$ cat src/rtl/control_sequencer_if.sv
// Control bundle between the instruction sequencer and the ALU datapath.
// The sequencer uses the master side; the datapath (or a bench) uses the slave side.
interface control_sequencer_if;
  logic [15:0] IROut;
  logic [3:0]  Flags;
  logic [2:0]  RF_OutASel;
  logic [2:0]  RF_OutBSel;
  logic [2:0]  RF_FunSel;
  logic [3:0]  RF_RegSel;
  logic [3:0]  RF_ScrSel;
  logic [4:0]  ALU_FunSel;
  logic        ALU_WF;
  logic [1:0]  ARF_OutCSel;
  logic [1:0]  ARF_OutDSel;
  logic [2:0]  ARF_FunSel;
  logic [2:0]  ARF_RegSel;
  logic        IR_LH;
  logic        IR_Write;
  logic        Mem_CS;
  logic        Mem_WR;
  logic [1:0]  MuxASel;
  logic [1:0]  MuxBSel;
  logic        MuxCSel;
  logic [2:0]  SC;
  logic        Halted;

  modport master (
    input  IROut, Flags,
    output RF_OutASel, RF_OutBSel, RF_FunSel, RF_RegSel, RF_ScrSel,
           ALU_FunSel, ALU_WF, ARF_OutCSel, ARF_OutDSel, ARF_FunSel, ARF_RegSel,
           IR_LH, IR_Write, Mem_CS, Mem_WR, MuxASel, MuxBSel, MuxCSel, SC, Halted
  );

  modport slave (
    output IROut, Flags,
    input  RF_OutASel, RF_OutBSel, RF_FunSel, RF_RegSel, RF_ScrSel,
           ALU_FunSel, ALU_WF, ARF_OutCSel, ARF_OutDSel, ARF_FunSel, ARF_RegSel,
           IR_LH, IR_Write, Mem_CS, Mem_WR, MuxASel, MuxBSel, MuxCSel, SC, Halted
  );
endinterface

$ cat src/rtl/control_sequencer.sv
// Three-phase fetch/fetch/execute sequencer with an absorbing HALT state.
// Control outputs decode from the sequence state, IROut and (for BNE) the Z flag.
module control_sequencer #(
  parameter logic [2:0] FS_LOAD = 3'b010,
  parameter logic [2:0] FS_INC  = 3'b001,
  parameter logic [4:0] ALU_ADD = 5'b10100
) (
  input  logic                 Clock,
  input  logic                 Reset,
  control_sequencer_if.master  bus
);

  typedef enum logic [2:0] {
    T0   = 3'd0,
    T1   = 3'd1,
    T2   = 3'd2,
    HALT = 3'd7
  } state_e;

  state_e      state_q, state_d;
  logic        halted_q;
  logic [3:0]  opcode;
  logic [3:0]  rd_sel;
  logic [1:0]  rs1, rs2;
  logic        unused_flags;

  assign opcode       = bus.IROut[15:12];
  assign rs1          = bus.IROut[9:8];
  assign rs2          = bus.IROut[7:6];
  assign rd_sel       = 4'b1000 >> bus.IROut[11:10];
  assign unused_flags = ^bus.Flags[2:0];

  always_comb begin
    state_d = state_q;
    case (state_q)
      T0:      state_d = T1;
      T1:      state_d = T2;
      T2:      state_d = (opcode == 4'hF) ? HALT : T0;
      HALT:    state_d = HALT;
      default: state_d = T0;
    endcase
  end

  always_ff @(posedge Clock) begin
    if (!Reset) begin
      state_q  <= T0;
      halted_q <= 1'b0;
    end else begin
      state_q  <= state_d;
      halted_q <= (state_d == HALT);
    end
  end

  assign bus.SC     = state_q;
  assign bus.Halted = halted_q;

  // Reset overrides the decode so no register or memory write escapes during a reset cycle.
  always_comb begin
    bus.RF_OutASel  = '0;
    bus.RF_OutBSel  = '0;
    bus.RF_FunSel   = '0;
    bus.RF_RegSel   = '0;
    bus.RF_ScrSel   = '0;
    bus.ALU_FunSel  = '0;
    bus.ALU_WF      = 1'b0;
    bus.ARF_OutCSel = '0;
    bus.ARF_OutDSel = '0;
    bus.ARF_FunSel  = '0;
    bus.ARF_RegSel  = '0;
    bus.IR_LH       = 1'b0;
    bus.IR_Write    = 1'b0;
    bus.Mem_CS      = 1'b1;
    bus.Mem_WR      = 1'b0;
    bus.MuxASel     = '0;
    bus.MuxBSel     = '0;
    bus.MuxCSel     = 1'b0;
    if (Reset) begin
      case (state_q)
        T0, T1: begin
          bus.ARF_OutDSel = 2'b00;
          bus.Mem_CS      = 1'b0;
          bus.IR_Write    = 1'b1;
          bus.IR_LH       = (state_q == T1);
          bus.ARF_RegSel  = 3'b100;
          bus.ARF_FunSel  = FS_INC;
        end
        T2: begin
          case (opcode)
            4'h1: begin
              bus.MuxASel   = 2'b11;
              bus.RF_FunSel = FS_LOAD;
              bus.RF_RegSel = rd_sel;
            end
            4'h2: begin
              bus.RF_OutASel = {1'b0, rs1};
              bus.RF_OutBSel = {1'b0, rs2};
              bus.ALU_FunSel = ALU_ADD;
              bus.ALU_WF     = 1'b1;
              bus.MuxASel    = 2'b00;
              bus.RF_FunSel  = FS_LOAD;
              bus.RF_RegSel  = rd_sel;
            end
            4'h3: begin
              bus.ARF_OutDSel = 2'b10;
              bus.Mem_CS      = 1'b0;
              bus.MuxASel     = 2'b10;
              bus.RF_FunSel   = FS_LOAD;
              bus.RF_RegSel   = rd_sel;
            end
            4'h4: begin
              bus.ARF_OutDSel = 2'b10;
              bus.RF_OutASel  = {1'b0, rs1};
              bus.ALU_FunSel  = 5'b10000;
              bus.MuxCSel     = 1'b0;
              bus.Mem_CS      = 1'b0;
              bus.Mem_WR      = 1'b1;
            end
            4'h5: begin
              bus.MuxBSel    = 2'b11;
              bus.ARF_RegSel = 3'b100;
              bus.ARF_FunSel = FS_LOAD;
            end
            4'h6: begin
              if (!bus.Flags[3]) begin
                bus.MuxBSel    = 2'b11;
                bus.ARF_RegSel = 3'b100;
                bus.ARF_FunSel = FS_LOAD;
              end
            end
            default: ;
          endcase
        end
        default: ;
      endcase
    end
  end

endmodule

$ cat src/flat_wrapper.sv
// flat-port wrapper written by rule: the top's interface ports become plain ports
module control_sequencer_flat 
#(
  parameter logic [2:0] FS_LOAD = 3'b010,
  parameter logic [2:0] FS_INC  = 3'b001,
  parameter logic [4:0] ALU_ADD = 5'b10100
)
  (Clock, Reset, bus_IROut, bus_Flags, bus_RF_OutASel, bus_RF_OutBSel, bus_RF_FunSel, bus_RF_RegSel, bus_RF_ScrSel, bus_ALU_FunSel, bus_ALU_WF, bus_ARF_OutCSel, bus_ARF_OutDSel, bus_ARF_FunSel, bus_ARF_RegSel, bus_IR_LH, bus_IR_Write, bus_Mem_CS, bus_Mem_WR, bus_MuxASel, bus_MuxBSel, bus_MuxCSel, bus_SC, bus_Halted);
  control_sequencer_if bus_i ();
  input  logic Clock;
  input  logic Reset;
  input wire logic [$bits(bus_i.IROut)-1:0] bus_IROut;
  input wire logic [$bits(bus_i.Flags)-1:0] bus_Flags;
  output wire logic [$bits(bus_i.RF_OutASel)-1:0] bus_RF_OutASel;
  output wire logic [$bits(bus_i.RF_OutBSel)-1:0] bus_RF_OutBSel;
  output wire logic [$bits(bus_i.RF_FunSel)-1:0] bus_RF_FunSel;
  output wire logic [$bits(bus_i.RF_RegSel)-1:0] bus_RF_RegSel;
  output wire logic [$bits(bus_i.RF_ScrSel)-1:0] bus_RF_ScrSel;
  output wire logic [$bits(bus_i.ALU_FunSel)-1:0] bus_ALU_FunSel;
  output wire logic [$bits(bus_i.ALU_WF)-1:0] bus_ALU_WF;
  output wire logic [$bits(bus_i.ARF_OutCSel)-1:0] bus_ARF_OutCSel;
  output wire logic [$bits(bus_i.ARF_OutDSel)-1:0] bus_ARF_OutDSel;
  output wire logic [$bits(bus_i.ARF_FunSel)-1:0] bus_ARF_FunSel;
  output wire logic [$bits(bus_i.ARF_RegSel)-1:0] bus_ARF_RegSel;
  output wire logic [$bits(bus_i.IR_LH)-1:0] bus_IR_LH;
  output wire logic [$bits(bus_i.IR_Write)-1:0] bus_IR_Write;
  output wire logic [$bits(bus_i.Mem_CS)-1:0] bus_Mem_CS;
  output wire logic [$bits(bus_i.Mem_WR)-1:0] bus_Mem_WR;
  output wire logic [$bits(bus_i.MuxASel)-1:0] bus_MuxASel;
  output wire logic [$bits(bus_i.MuxBSel)-1:0] bus_MuxBSel;
  output wire logic [$bits(bus_i.MuxCSel)-1:0] bus_MuxCSel;
  output wire logic [$bits(bus_i.SC)-1:0] bus_SC;
  output wire logic [$bits(bus_i.Halted)-1:0] bus_Halted;
  assign bus_i.IROut = bus_IROut;
  assign bus_i.Flags = bus_Flags;
  assign bus_RF_OutASel = bus_i.RF_OutASel;
  assign bus_RF_OutBSel = bus_i.RF_OutBSel;
  assign bus_RF_FunSel = bus_i.RF_FunSel;
  assign bus_RF_RegSel = bus_i.RF_RegSel;
  assign bus_RF_ScrSel = bus_i.RF_ScrSel;
  assign bus_ALU_FunSel = bus_i.ALU_FunSel;
  assign bus_ALU_WF = bus_i.ALU_WF;
  assign bus_ARF_OutCSel = bus_i.ARF_OutCSel;
  assign bus_ARF_OutDSel = bus_i.ARF_OutDSel;
  assign bus_ARF_FunSel = bus_i.ARF_FunSel;
  assign bus_ARF_RegSel = bus_i.ARF_RegSel;
  assign bus_IR_LH = bus_i.IR_LH;
  assign bus_IR_Write = bus_i.IR_Write;
  assign bus_Mem_CS = bus_i.Mem_CS;
  assign bus_Mem_WR = bus_i.Mem_WR;
  assign bus_MuxASel = bus_i.MuxASel;
  assign bus_MuxBSel = bus_i.MuxBSel;
  assign bus_MuxCSel = bus_i.MuxCSel;
  assign bus_SC = bus_i.SC;
  assign bus_Halted = bus_i.Halted;
  control_sequencer #(.FS_LOAD(FS_LOAD), .FS_INC(FS_INC), .ALU_ADD(ALU_ADD)) u_core (.Clock(Clock), .Reset(Reset), .bus(bus_i));
endmodule
$ cat config.mk
export PLATFORM = sky130hd
export DESIGN_NAME = control_sequencer_flat
export DESIGN_NICKNAME = d
export VERILOG_FILES = /design/src/rtl/control_sequencer_if.sv /design/src/rtl/control_sequencer.sv /design/src/flat_wrapper.sv
export SDC_FILE = /design/constraint.sdc
export NUM_CORES = 1
export LEC_CHECK = 0
export ABC_AREA = 0
export ABC_CLOCK_PERIOD_IN_PS = 1370
export BUFFER_PORTS_ARGS = -buffer_cell sky130_fd_sc_hd__buf_2
export CAP_MARGIN = 0
export CORE_AREA = 2 2 47 49
export CTS_BUF_LIST = sky130_fd_sc_hd__clkbuf_4 sky130_fd_sc_hd__clkbuf_8
export DETAILED_ROUTE_END_ITERATION = 6
export DIE_AREA = 0 0 49 51
export PLACE_DENSITY = 0.75
export SLEW_MARGIN = 20
export SYNTH_ARGS = -nofsm -noshare
export SYNTH_HDL_FRONTEND = slang
export SYNTH_SLANG_ARGS = --single-unit
$ cat constraint.sdc
create_clock -name Clock -period 1.37 [get_ports Clock]
set_clock_uncertainty 0.1 [all_clocks]
set_input_delay 0.0685 -clock Clock [delete_from_list [all_inputs] [get_ports Clock]]
set_output_delay 0.0685 -clock Clock [all_outputs]
set_load 0.02 [all_outputs]
==> impl_metrics.csv <==
group,metric,value,unit
synth,synth_adder_area_share,0,%
finish,area_growth,91.9,%
routing,drcViolationCount,0,
setup_path,r2r_slack,0,ns
global_route,grt_use_total,13.7,%
timing,slew_violations,0,
pwr,p_switching,210,µW
placement,dpl.hpwl,1200,µm
global_route,grt_pass1_vias,609,
synth,synth_top_area_share,26.2,%
placement,place_congestion,0.765,
clock_network,cts_buffer_depth,2,
finish,fillers,184,
floorplanning,die_area,0.00250,mm²
synth,async_flop_share,0,%
synth,yosys.area.top_type,"buf_4",
clock_network,htree_num_levels,1,
clock_network,cts_buffers,3,
routing,drtIter0Drc,5,
pwr,peakVddDrop,0.252,mV
setup_path,critPathArrivalTime,1.57,ns
finish,final_layout_size_suffix_gt1_share,67.2,%
synth,synth_top_family_by_area,"simple AND/OR/NAND/NOR gates",
synth,synth_area,573,µm²
worst_hold_path,min_path_type,"primary input to register",
setup_path,crit_fanout,6,
synth,yosys-top-cells-area,"buf_4 26%, dfxtp_1 14%, nor3b_1 6.6%, nor4b_4 4.1%, o2111a_1 3.9%",
synth,synth_edf_count,0,
job,drv_cap,0,
pwr,power_frac_comb,49.2,%
routing,vias,678,
setup_path,r2r-start,"u_core.bus.SC[0]$_SDFF_PN0_",
setup_path,path_class,"register to output pin",
routing,wl_per_cell,12.0,µm
timing,fin_crit,1.74,ns
synth,synth_xor_xnor_area_share,3.06,%
global_route,antenna_found_initial,0,
synth,synth_warnings,0,
finish,utilization,53.3,%
finish,final_cell_count_no_fill,153,
routing,drt_wl_total,1830,µm
synth,synthMuxAreaShare,0,%
global_route,grt_max_degree,10,
pwr,p_int,326,µW
synth,synth_cells,77,
pwr,p_leak,0.541,nW
finish,final_nets,149,
synth,synth_cell_types,31,
pwr,netSwitchingFraction,39.2,%
global_route,overflow,0,
routing,detail-route-antenna-nets,0,
floorplanning,die_w,49,µm
floorplanning,ioPinCount,68,
floorplanning,initial_core_util,27.8,%
floorplanning,rows,17,
placement,pre_cts_slack,-0.139,ns
clock_network,ctsHoldBuffers,0,
timing,clock.fmax,574,MHz
clock_network,root_buffer,"clkbuf_4",
timing,totalNegativeSetupSlack,-5.74,ns
floorplanning,die_h,51,µm
synth,ys_ff_latch,4,
finish,insertedDiodeCount,0,
pwr,pwr-share-seq,24.3,%
global_route,grt_pass1_wl,2690,µm
worst_hold_path,min_path_cells,3,
setup_path,reg2reg_depth,3,
pwr,p_clk_share,26.5,%
placement,dp_cells,147,
routing,dr_wl_met2,1030,µm
timing,setup_slack,-0.373,ns
setup_path,cp.required,1.20,ns
clock_network,insertion_delay,0.23,ns
placement,io_buffers,40,
routing,routed_via_density,4.43,
timing,hold_violations,0,
timing,finalSetupViolations,21,
setup_path,crit_path_end_kind,"output pin",
synth,yosys_most_used_dff,"dfxtp_1",
finish,layout_commonest_cell,"buf_6",
synth,seq_area_frac_synth,14.0,%
routing,top_layer,"met4",
routing,firstDrtPassIters,2,
finish,final_cell_mix,"22 x buf_6, 19 x buf_2, 18 x conb_1",
clock_network,cts.sinks,4,
run_status,violations,"setup timing",
synth,synth_area_per_cell,7.44,µm²
routing,met3_length,111,µm
clock_network,cts_tree,"built",
worst_hold_path,hp-start,"Reset",
timing,post-route-period-util,127,%
synth,synthSimpleGateAreaFrac,36.7,%
pwr,powerDensity,488,mW/mm²
synth,synth_compound_area_share,12.0,%
worst_hold_path,min_to,"u_core.bus.SC[1]$_SDFF_PN0_",
floorplanning,core,0.00206,mm²
timing,rsz0062_at_grt,"yes",
clock_network,path_clk_slew,0.04,ns
run_status,outcome,"finished, violations left",
setup_path,r2r-end,"u_core.bus.SC[0]$_SDFF_PN0_",
setup_path,start_kind,"register",
routing,wl_met1,672,µm
setup_path,setup.worst_path.start,"u_core.bus.SC[2]$_SDFF_PN0_",
-- per-layer routing --
layer / vias to the layer above / GRT usage, %
met2: 38 / 30.8
met4: 0 / 4.29
met3: 2 / 1.75
met1: 319 / 12.3
met5: - / 0
li1: 319 / -
-- worst max path at each step --
stage	end	slack, ns	cells past startpoint
after floorplan	bus_RF_RegSel[2]	-0.27	4
after global placement	bus_RF_RegSel[0]	-0.09	6
after detailed placement	bus_RF_RegSel[0]	-0.14	6
after CTS	bus_RF_OutBSel[1]	-0.33	5
after global routing	bus_RF_OutBSel[1]	-0.46	5
final	bus_RF_OutBSel[1]	-0.37	5
-- metrics by stage --
step,power [mW],hold slack [ns],instance area [µm²]
floorplan,0.308,0.0732,724
global placement,0.344,0.255,858
detailed placement,0.349,0.274,858
CTS,0.528,0.0360,1060
global route,0.565,0.0337,1100
finish,0.537,0.0384,1100
-- final cells by class --
class	instances	area [µm²]	area share (%)
sequential	4	83.8	7.62
inverter	6	22.5	2.05
tap	28	35.0	3.19
timing repair buffer	51	443	40.3
multi-input combinational	61	493	44.8
clock buffer	3	22.5	2.05
-- state kept, by name, indices dropped and copies added, names as in the netlist --
signal	flops
u_core.bus.Halted	1
u_core.bus.SC	3
-- synthesized netlist by cell type, types with 2 or more instances --
master and count:
nand3_1 2, nand2_1 5, and2_1 2, o21ai_0 2, a21oi_1 3, nor2_1 4
inv_1 5, nor3b_1 5, nor3_1 3, buf_4 20, o2111a_1 2, dfxtp_1 4
nor2b_1 2
-- worst max-delay path: stages (launching register included) --
cell and delay, ns:
dfxtp_2 0.32, nor4b_4 0.27, buf_6 0.17, nand4_1 0.23
nor2_1 0.18, buf_4 0.16
-- kinds of logic (layout without fill, tap and decap cells) --
logic type,after synthesis,in the layout
other cells,1,18
flops,4,4
xor+xnor,2,2
simple gates,32,32
buf+inv,29,60
compound gates,9,9
-- power by group through the flow --
stage / clock network (mW) / registers (mW) / logic, mW
CTS: 0.148 / 0.129 / 0.250
global route: 0.155 / 0.131 / 0.279
floorplan: 0 / 0.141 / 0.167
finish: 0.142 / 0.130 / 0.264
global placement: 0 / 0.130 / 0.214
detailed placement: 0 / 0.131 / 0.218
-- timing repair --
action                                  4_1_cts  5_1_grt
pin swaps                                    11        4
endpoints found under the setup margin       24       26
buffers inserted                              2        2
resized for setup                            47       11
hold endpoints to repair                      0        0
Power figures use the tool's default switching activity.
